$ cat src/rtl/mealy_stepper.sv
// Sequencing controller for one Mealy FSM core: loads the core with a start
// state, steps it through a packed switch-input sequence and captures every output.
module mealy_stepper #(
    parameter int MAX_STEPS = 16,
    parameter int STEP_GAP  = 0
) (
    input  logic                           clk,
    input  logic                           reset_n,
    input  logic                           start,
    input  logic [2:0]                     init_state,
    input  logic [2*MAX_STEPS-1:0]         seq_in,
    input  logic [$clog2(MAX_STEPS+1)-1:0] num_steps,
    input  logic                           abort,
    output logic                           ready,
    output logic                           done,
    output logic                           aborted,
    output logic [MAX_STEPS-1:0]           result_bits,
    output logic [2:0]                     final_state,
    output logic                           core_reset,
    output logic                           core_ctrl,
    output logic [1:0]                     core_sw,
    output logic [2:0]                     core_state_in,
    input  logic                           core_out,
    input  logic [2:0]                     core_state
);
    localparam int IW = $clog2(MAX_STEPS + 1);
    localparam int GW = (STEP_GAP > 1) ? $clog2(STEP_GAP) : 1;
    localparam logic [IW-1:0] MAX_N    = IW'(MAX_STEPS);
    localparam logic [GW-1:0] GAP_LAST = GW'((STEP_GAP > 0) ? STEP_GAP - 1 : 0);

    localparam logic [2:0] S_IDLE    = 3'd0;
    localparam logic [2:0] S_LOAD    = 3'd1;
    localparam logic [2:0] S_STEP    = 3'd2;
    localparam logic [2:0] S_CAPTURE = 3'd3;
    localparam logic [2:0] S_GAP     = 3'd4;
    localparam logic [2:0] S_DONE    = 3'd5;

    logic [2:0]             r_state;
    logic [2*MAX_STEPS-1:0] r_seq;
    logic [IW-1:0]          r_num;
    logic [IW-1:0]          r_idx;
    logic [GW-1:0]          r_gap_cnt;
    logic [MAX_STEPS-1:0]   r_result;
    logic [2:0]             r_final;
    logic [2:0]             r_state_in;
    logic                   r_ready;
    logic                   r_done;
    logic                   r_aborted;
    logic                   r_core_reset;
    logic                   r_core_ctrl;
    logic [1:0]             r_core_sw;

    logic [2:0]             w_next_state;
    logic                   w_abort_take;
    logic                   w_accept;
    logic [IW-1:0]          w_idx_inc;
    logic [IW-1:0]          w_sw_idx;
    logic [IW-1:0]          w_num_clamped;

    function automatic logic [1:0] pick_sw(input logic [2*MAX_STEPS-1:0] seq,
                                           input logic [IW-1:0] idx);
        pick_sw = 2'b00;
        for (int k = 0; k < MAX_STEPS; k++) begin
            pick_sw = (idx == IW'(k)) ? seq[2*k +: 2] : pick_sw;
        end
    endfunction

    // Job acceptance, step-count clamp and the index that feeds the next STEP
    always_comb begin
        w_accept  = (r_state == S_IDLE) && start;
        w_idx_inc = r_idx + IW'(1);
        if (num_steps > MAX_N) begin
            w_num_clamped = MAX_N;
        end else begin
            w_num_clamped = num_steps;
        end
        if (r_state == S_CAPTURE) begin
            w_sw_idx = w_idx_inc;
        end else begin
            w_sw_idx = r_idx;
        end
    end

    // Next-state logic; an abort overrides every busy state
    always_comb begin
        w_next_state = r_state;
        w_abort_take = 1'b0;
        case (r_state)
            S_IDLE: begin
                if (start) begin
                    w_next_state = S_LOAD;
                end else begin
                    w_next_state = S_IDLE;
                end
            end
            S_LOAD: begin
                if (r_num == '0) begin
                    w_next_state = S_DONE;
                end else begin
                    w_next_state = S_STEP;
                end
            end
            S_STEP: w_next_state = S_CAPTURE;
            S_CAPTURE: begin
                if (w_idx_inc == r_num) begin
                    w_next_state = S_DONE;
                end else if (STEP_GAP > 0) begin
                    w_next_state = S_GAP;
                end else begin
                    w_next_state = S_STEP;
                end
            end
            S_GAP: begin
                if (r_gap_cnt == GAP_LAST) begin
                    w_next_state = S_STEP;
                end else begin
                    w_next_state = S_GAP;
                end
            end
            S_DONE:  w_next_state = S_IDLE;
            default: w_next_state = S_IDLE;
        endcase
        if (abort && (r_state != S_IDLE) && (r_state != S_DONE)) begin
            w_abort_take = 1'b1;
            w_next_state = S_IDLE;
        end else begin
            w_abort_take = 1'b0;
        end
    end

    // FSM state register
    always_ff @(posedge clk or negedge reset_n) begin
        if (!reset_n) begin
            r_state <= S_IDLE;
        end else begin
            r_state <= w_next_state;
        end
    end

    // Control outputs are registered from the next state so the core pins never glitch
    always_ff @(posedge clk or negedge reset_n) begin
        if (!reset_n) begin
            r_ready      <= 1'b1;
            r_done       <= 1'b0;
            r_aborted    <= 1'b0;
            r_core_reset <= 1'b0;
            r_core_ctrl  <= 1'b0;
            r_core_sw    <= 2'b00;
        end else begin
            r_ready      <= (w_next_state == S_IDLE);
            r_done       <= (w_next_state == S_DONE);
            r_aborted    <= w_abort_take;
            r_core_reset <= (w_next_state == S_LOAD);
            r_core_ctrl  <= (w_next_state == S_STEP);
            r_core_sw    <= (w_next_state == S_STEP) ? pick_sw(r_seq, w_sw_idx) : 2'b00;
        end
    end

    // Job latch, step index, gap counter and result capture
    always_ff @(posedge clk or negedge reset_n) begin
        if (!reset_n) begin
            r_seq      <= '0;
            r_num      <= '0;
            r_idx      <= '0;
            r_gap_cnt  <= '0;
            r_result   <= '0;
            r_final    <= 3'd0;
            r_state_in <= 3'd0;
        end else if (w_accept) begin
            r_state_in <= init_state;
            r_seq      <= seq_in;
            r_num      <= w_num_clamped;
            r_result   <= '0;
            r_idx      <= '0;
            r_gap_cnt  <= '0;
        end else if (!w_abort_take) begin
            if ((r_state == S_LOAD) && (r_num == '0)) begin
                r_final <= r_state_in;
            end
            if (r_state == S_CAPTURE) begin
                for (int k = 0; k < MAX_STEPS; k++) begin
                    if (r_idx == IW'(k)) begin
                        r_result[k] <= core_out;
                    end
                end
                r_final <= core_state;
                r_idx   <= w_idx_inc;
            end
            if (r_state == S_GAP) begin
                r_gap_cnt <= r_gap_cnt + GW'(1);
            end else begin
                r_gap_cnt <= '0;
            end
        end
    end

    // The core is held in reset for as long as the block itself is
    assign core_reset    = r_core_reset | ~reset_n;
    assign core_ctrl     = r_core_ctrl;
    assign core_sw       = r_core_sw;
    assign core_state_in = r_state_in;
    assign ready         = r_ready;
    assign done          = r_done;
    assign aborted       = r_aborted;
    assign result_bits   = r_result;
    assign final_state   = r_final;

endmodule

$ cat config.mk
export PLATFORM = sky130hd
export DESIGN_NAME = mealy_stepper
export DESIGN_NICKNAME = d
export VERILOG_FILES = /design/src/rtl/mealy_stepper.sv
export SDC_FILE = /design/constraint.sdc
export NUM_CORES = 1
export LEC_CHECK = 0
export ABC_AREA = 0
export ABC_CLOCK_PERIOD_IN_PS = 6400
export CORE_ASPECT_RATIO = 1.1
export CORE_MARGIN = 2
export CORE_UTILIZATION = 35
export DETAILED_ROUTE_END_ITERATION = 10
export GPL_ROUTABILITY_DRIVEN = 0
export PLACE_DENSITY_LB_ADDON = 0.05
export REMOVE_ABC_BUFFERS = 1
export SETUP_SLACK_MARGIN = 0.15
export SYNTH_ARGS = -nofsm -noshare
export SYNTH_HDL_FRONTEND = slang
export SYNTH_SLANG_ARGS = --single-unit
$ cat constraint.sdc
create_clock -name clk -period 6.4 [get_ports clk]
set_input_delay 1.28 -clock clk [delete_from_list [all_inputs] [get_ports clk]]
set_output_delay 1.28 -clock clk [all_outputs]
set_load 0.01 [all_outputs]
Yosys cells after proc, flatten, opt, wreduce, memory -nomap -nowiden. Index checks and enable logic that the tools add are counted.

Bits in registers: 75. Output and inout bits: 29. Logic and storage cells: 173.

Add/subtract/negate cells: 2. Order comparisons: 1. Equality and inequality tests: 40. Muxes and demuxes: 52. Bitwise operators: 4. Reduce and logical (&&, ||, !) cells: 45.

Operators by type and width (number): 5-bit by 4-bit == test with 1-bit output (second input constant) (16); 3-bit AND reduction (17); 16-bit two-way mux (3); 5-bit by 3-bit == test with 1-bit output (second input constant) (8); 2-bit nonzero test (18); 2-bit two-way mux (17); 1-bit two-way mux (21); 5-bit by 2-bit == test with 1-bit output (second input constant) (4); 5-bit two-way mux (4); 3-bit two-way mux (6); 5-bit logical NOT (3); 3-bit one-hot mux with 5 select lines (1); 5-bit by 1-bit == test with 1-bit output (second input constant) (2); 3-bit by 2-bit == test with 1-bit output (second input constant) (3); 3-bit by 1-bit == test with 1-bit output (second input constant) (2); 3-bit == test (second input constant) (2); 3-bit logical NOT (2); 5-bit by 1-bit adder with 5-bit output (second input constant) (1); 5-bit == test (1); 5-bit > comparator (second input constant) (1); 1-bit logical AND (4); 3-bit inequality test (second input constant) (1); 1-bit inverter (3); 3-bit nonzero test (1); 3 further kinds (3).

Longest topological paths before layout.
Depth after elaboration: 20. Mapped depth: 11. Gate-level depth less buffers: 10.

Worst setup path after synthesis. OpenSTA, ideal clock, no wires.

Path kind: reg2reg. Start point: register r_idx[0]. End point: register r_core_sw[0], in the netlist core_sw[0]. Setup time: 0.120 ns. Data arrival time: 2.556 ns. Setup slack: 3.724 ns. Cell stages (with the launch flop): 12. Cells stage by stage: dfrtp_1 ha_1 buf_4 and3_1 ha_1 nand4b_1 nor2_2 or2_2 a221oi_1 o32a_1 o221ai_1 and3_1.

Cells in the longest elaborated chain, start to end: 20. Elaborated cells between the ends (all ways): 40. Classes of those cells: add/sub: 1; eq/ne: 17; mux: 21; reduce/logical: 1.

RTL lines: from (decl) (line 41) `logic [IW-1:0] r_idx;`; from (signal assigned) (line 187) `r_idx <= w_idx_inc;`; 5-bit by 1-bit adder with 5-bit output (line 71) `w_idx_inc = r_idx + IW'(1);`; 5-bit two-way mux; 5-bit logical NOT (line 64) `pick_sw = (idx == IW'(k)) ? seq[2*k +: 2] : pick_sw;`; 2-bit two-way mux (16 in series) (line 64); 2-bit two-way mux (*) (line 155) `r_core_sw <= (w_next_state == S_STEP) ? pick_sw(r_seq, w_sw_idx) : 2'b00;`; to (signal assigned) (line 155); to (decl) (line 51) `logic [1:0] r_core_sw;`.

Every way passes the cells marked *; elsewhere a longest branch is shown, timed or not. A chain may end at the register's enable or synchronous reset.

Worst setup path in the final report. Ends and elaborated chain as after synthesis.

==> summary.md <==
| Metric | Value |
|---|---|
| Worst skew pair latency | roughly 0.33 ns |
| Main synth FF type | dfrtp_1 |
| # nets final | 503 |
| Chip height | between 100 and 150 um |
| Setup TNS | 0 ns |
| Inserted Clock Buffers | 9 |
| Final core occ | between 40% and 50% |
| Post-synth EDFFs | 0 |
| First-pass GRT wire length | around 17 mm |
| Fillers | between 1k and 1.5k |
| Cells after Synth | roughly 390 |
| Final WL | around 9.9 mm |
| Synthesized area | between 4000 and 5000 sq um |
| Crit. End Element | flip-flop |
| CTS tree | built |
| Largest area contributor in the netlist | dfrtp_1 |
| Unrepaired setup endpoints after global routing | false |
| Delay-heaviest family, CP | simple AND/OR/NAND/NOR gates |
| Max Cap Viol | 0 |
| Synth-to-layout area growth | 28.1% |
| Initial antenna violation count | 0 |
| Max frequency | roughly 280 MHz |
| Number of cell rows | slightly above 40 |
| CTS HTree Levels | 3 |
| Slowest-stage cell, CP | dfrtp_1 |
| FFs w/ async S/R, synth | 100% |
| Power density over cell area | 413 nW/um^2 |
| Slew Viols, Final | 0 |
| Worst Skew | 0.00682 ns |
| Critical-path maximum fanout | 22 |
| CTS Buffer Depth | 2 |
| Max-slew headroom | a little under two fifths |
| Worst Path Arrival | between 3 and 4 ns |
| Ports | 77 |
| Grt ovf | 0 |
| Post-synth top area share | a little under half |
| Syn Area/Cell | 10.5 sq um |
| Hold Vio Cnt, Final | 0 |
| DRC Markers | 0 |
| Peak supply drop | between 150 and 200 uV |
| Crit path required time | approximately 6.6 ns |
| Startpoint types | flip-flop |
| R2R Setup Slk | 2.79 ns |
| Sequential-to-total area share from yosys stat | 46.4% |
| Run status | finished clean |
| Least-Margin Pin Slew | 0.925 ns |
| Synth cell count leaders | 74 x dfrtp_1, 38 x nor2_1, 33 x mux2_2 |
| Multi-input logic area | approximately 2000 sq um |
| TritonCTS Sinks | 75 |
| DRT antenna net count | 0 |
| Min Tclk post-route | roughly 3.6 ns |
| Netlist cell types | 67 |
| Ys Warns | 0 |
| Vias in the first global route | around 3.3k |
| CP cell instances | ha_1 -> and3_1 -> ha_1 -> nand4b_1 -> nor2_2 -> or2_2 -> a221oi_1 -> o32a_1 -> o221ai_1 -> and3_1 |
| Die area | between 10000 and 15000 sq um |
| GRT Total Usage | around 17% |
| TritonRoute pass-1 iters | 4 |
| Clock-pin slew on the worst setup and hold paths | about 0.060 ns |
| WL per Instance | about 16 um |
| Final setup viols | 0 |
| Most frequent cell after synthesis | dfrtp_1 |
| Hold crit path type | reg2reg |
| Synth area leaders | dfrtp_1 46%, mux2_2 9.2%, mux2i_1 5.4%, nor2_1 3.5%, nand2_1 2.3% |
| # port buffers | 76 |
| Layout cells sized above 1 | between 10 and 15% |
| Hold Buf Count CTS | 0 |
| CP bufs+invs | 0 |
| Initial Util | 35.5% |
| DP HPWL | 7.10 mm |
| Die width | 107 um |
| LEAKAGE | approximately 2.2 nW |
| DR vias | approximately 3.2k |
| FF+latch count, synth | 75 |
| Largest net degree at the start of global routing | between 70 and 80 |
| Crit Path Class | reg2reg |
| Diodes inserted | 0 |
| Core Region | between 10000 and 15000 sq um |
| Vias per inst | 5.24 |
| FF+latch area | 1880 sq um |
| Post-CTS sizing | 0 |
| Post-CTS Setup Bufs | 0 |
| Root Buffer Master | clkbuf_16 |
| Initial DRC count | about 160 |
| Slowest cell delay on critical path | ~0.84 ns |
| Final worst-path cycle share | between 50% and 60% |
[cells in the final DEF, fill, tap and decap left out, drive strengths merged, types with 3 or more instances in the layout]
| cell | synthesis | layout |
|---|---|---|
| nand4 | 3 | 3 |
| nand3 | 16 | 16 |
| o21ai | 21 | 21 |
| buf | 13 | 3 |
| a21oi | 14 | 14 |
| nand3b | 5 | 5 |
| a31oi | 5 | 5 |
| nor3 | 6 | 6 |
| nand2 | 26 | 26 |
| o21bai | 3 | 3 |
| and3 | 4 | 4 |
| nor2 | 39 | 39 |
| ha | 5 | 5 |
| o31ai | 4 | 4 |
| dfrtp | 74 | 74 |
| clkbuf | 13 | 12 |
| mux2i | 22 | 22 |
| xnor2 | 7 | 7 |
| nor4 | 3 | 3 |
| nor2b | 6 | 6 |
| inv | 13 | 13 |
| a22oi | 3 | 3 |
| clkdlybuf4s50 | 0 | 75 |
| mux2 | 34 | 34 |
| a221oi | 8 | 8 |
| o22ai | 6 | 6 |
[report_power, final]
| group | leakage (nW) | total, mW | switching [mW] | internal (mW) |
|---|---|---|---|---|
| clock | 0.157 | 0.545 | 0.193 | 0.352 |
| combinational | 1.10 | 0.784 | 0.381 | 0.403 |
| sequential | 0.946 | 0.814 | 0.167 | 0.647 |
| total | 2.21 | 2.14 | 0.741 | 1.40 |
[kinds of logic after synthesis]
group	count (synthesis)	share of synthesized area, %
mux	56	14.9
fa+ha+maj	5	1.55
xor+xnor	8	1.73
compound gates	84	14.8
flops	75	46.4
simple gates	120	15.8
buf+inv	39	4.76
[routing by layer]
| metal | global-route usage, % | part of all wire [%] |
|---|---|---|
| met4 | 6.15 | 1.5 |
| met1 | 21.0 | 44 |
| met3 | 2.68 | 3.6 |
| met5 | 0 | 0 |
| met2 | 30.3 | 51 |
[registers in the layout, summed over array words and instances, names as in the netlist]
register and flops:
core_ctrl 1, ready 1, aborted 1, core_state_in 3, r_idx 5, r_gap_cnt 1, core_sw 2, result_bits 16
r_state 3, r_seq 32, r_num 5, done 1, final_state 3, r_core_reset 1
[stage by stage]
stage / area, sq um / hold slack [ns] / power [mW] / setup slack (ns) / instances
CTS: 5180 / 0.513 / 2.17 / 2.82 / 605
floorplan: 3900 / 0.473 / 1.32 / 3.17 / 361
detailed placement: 4860 / 0.500 / 1.62 / 2.84 / 589
finish: 5180 / 0.508 / 2.14 / 2.79 / 605
global placement: 4860 / 0.493 / 1.61 / 2.86 / 589
global route: 5180 / 0.537 / 2.30 / 2.54 / 605
[worst paths after layout]
path	start	cells after the start	to
setup reg to reg	r_idx[0]	10	core_sw[0]
hold reg to reg	r_seq[10]	1	r_seq[10]
setup / recovery	r_idx[0]	10	core_sw[0]
hold / removal	r_seq[10]	1	r_seq[10]
max in group asynchronous	reset_n	2	r_seq[9]
min in group asynchronous	reset_n	1	done
[cell type report]
type / count / area share (%)
multi-input cells: 273 / 38.1
flip-flops and latches: 75 / 36.2
repair buffers: 78 / 14.9
clock buffers: 12 / 4.76
well taps: 150 / 3.62
clock inverters: 4 / 1.42
inverters: 13 / 0.941
Power figures use the tool's default switching activity.
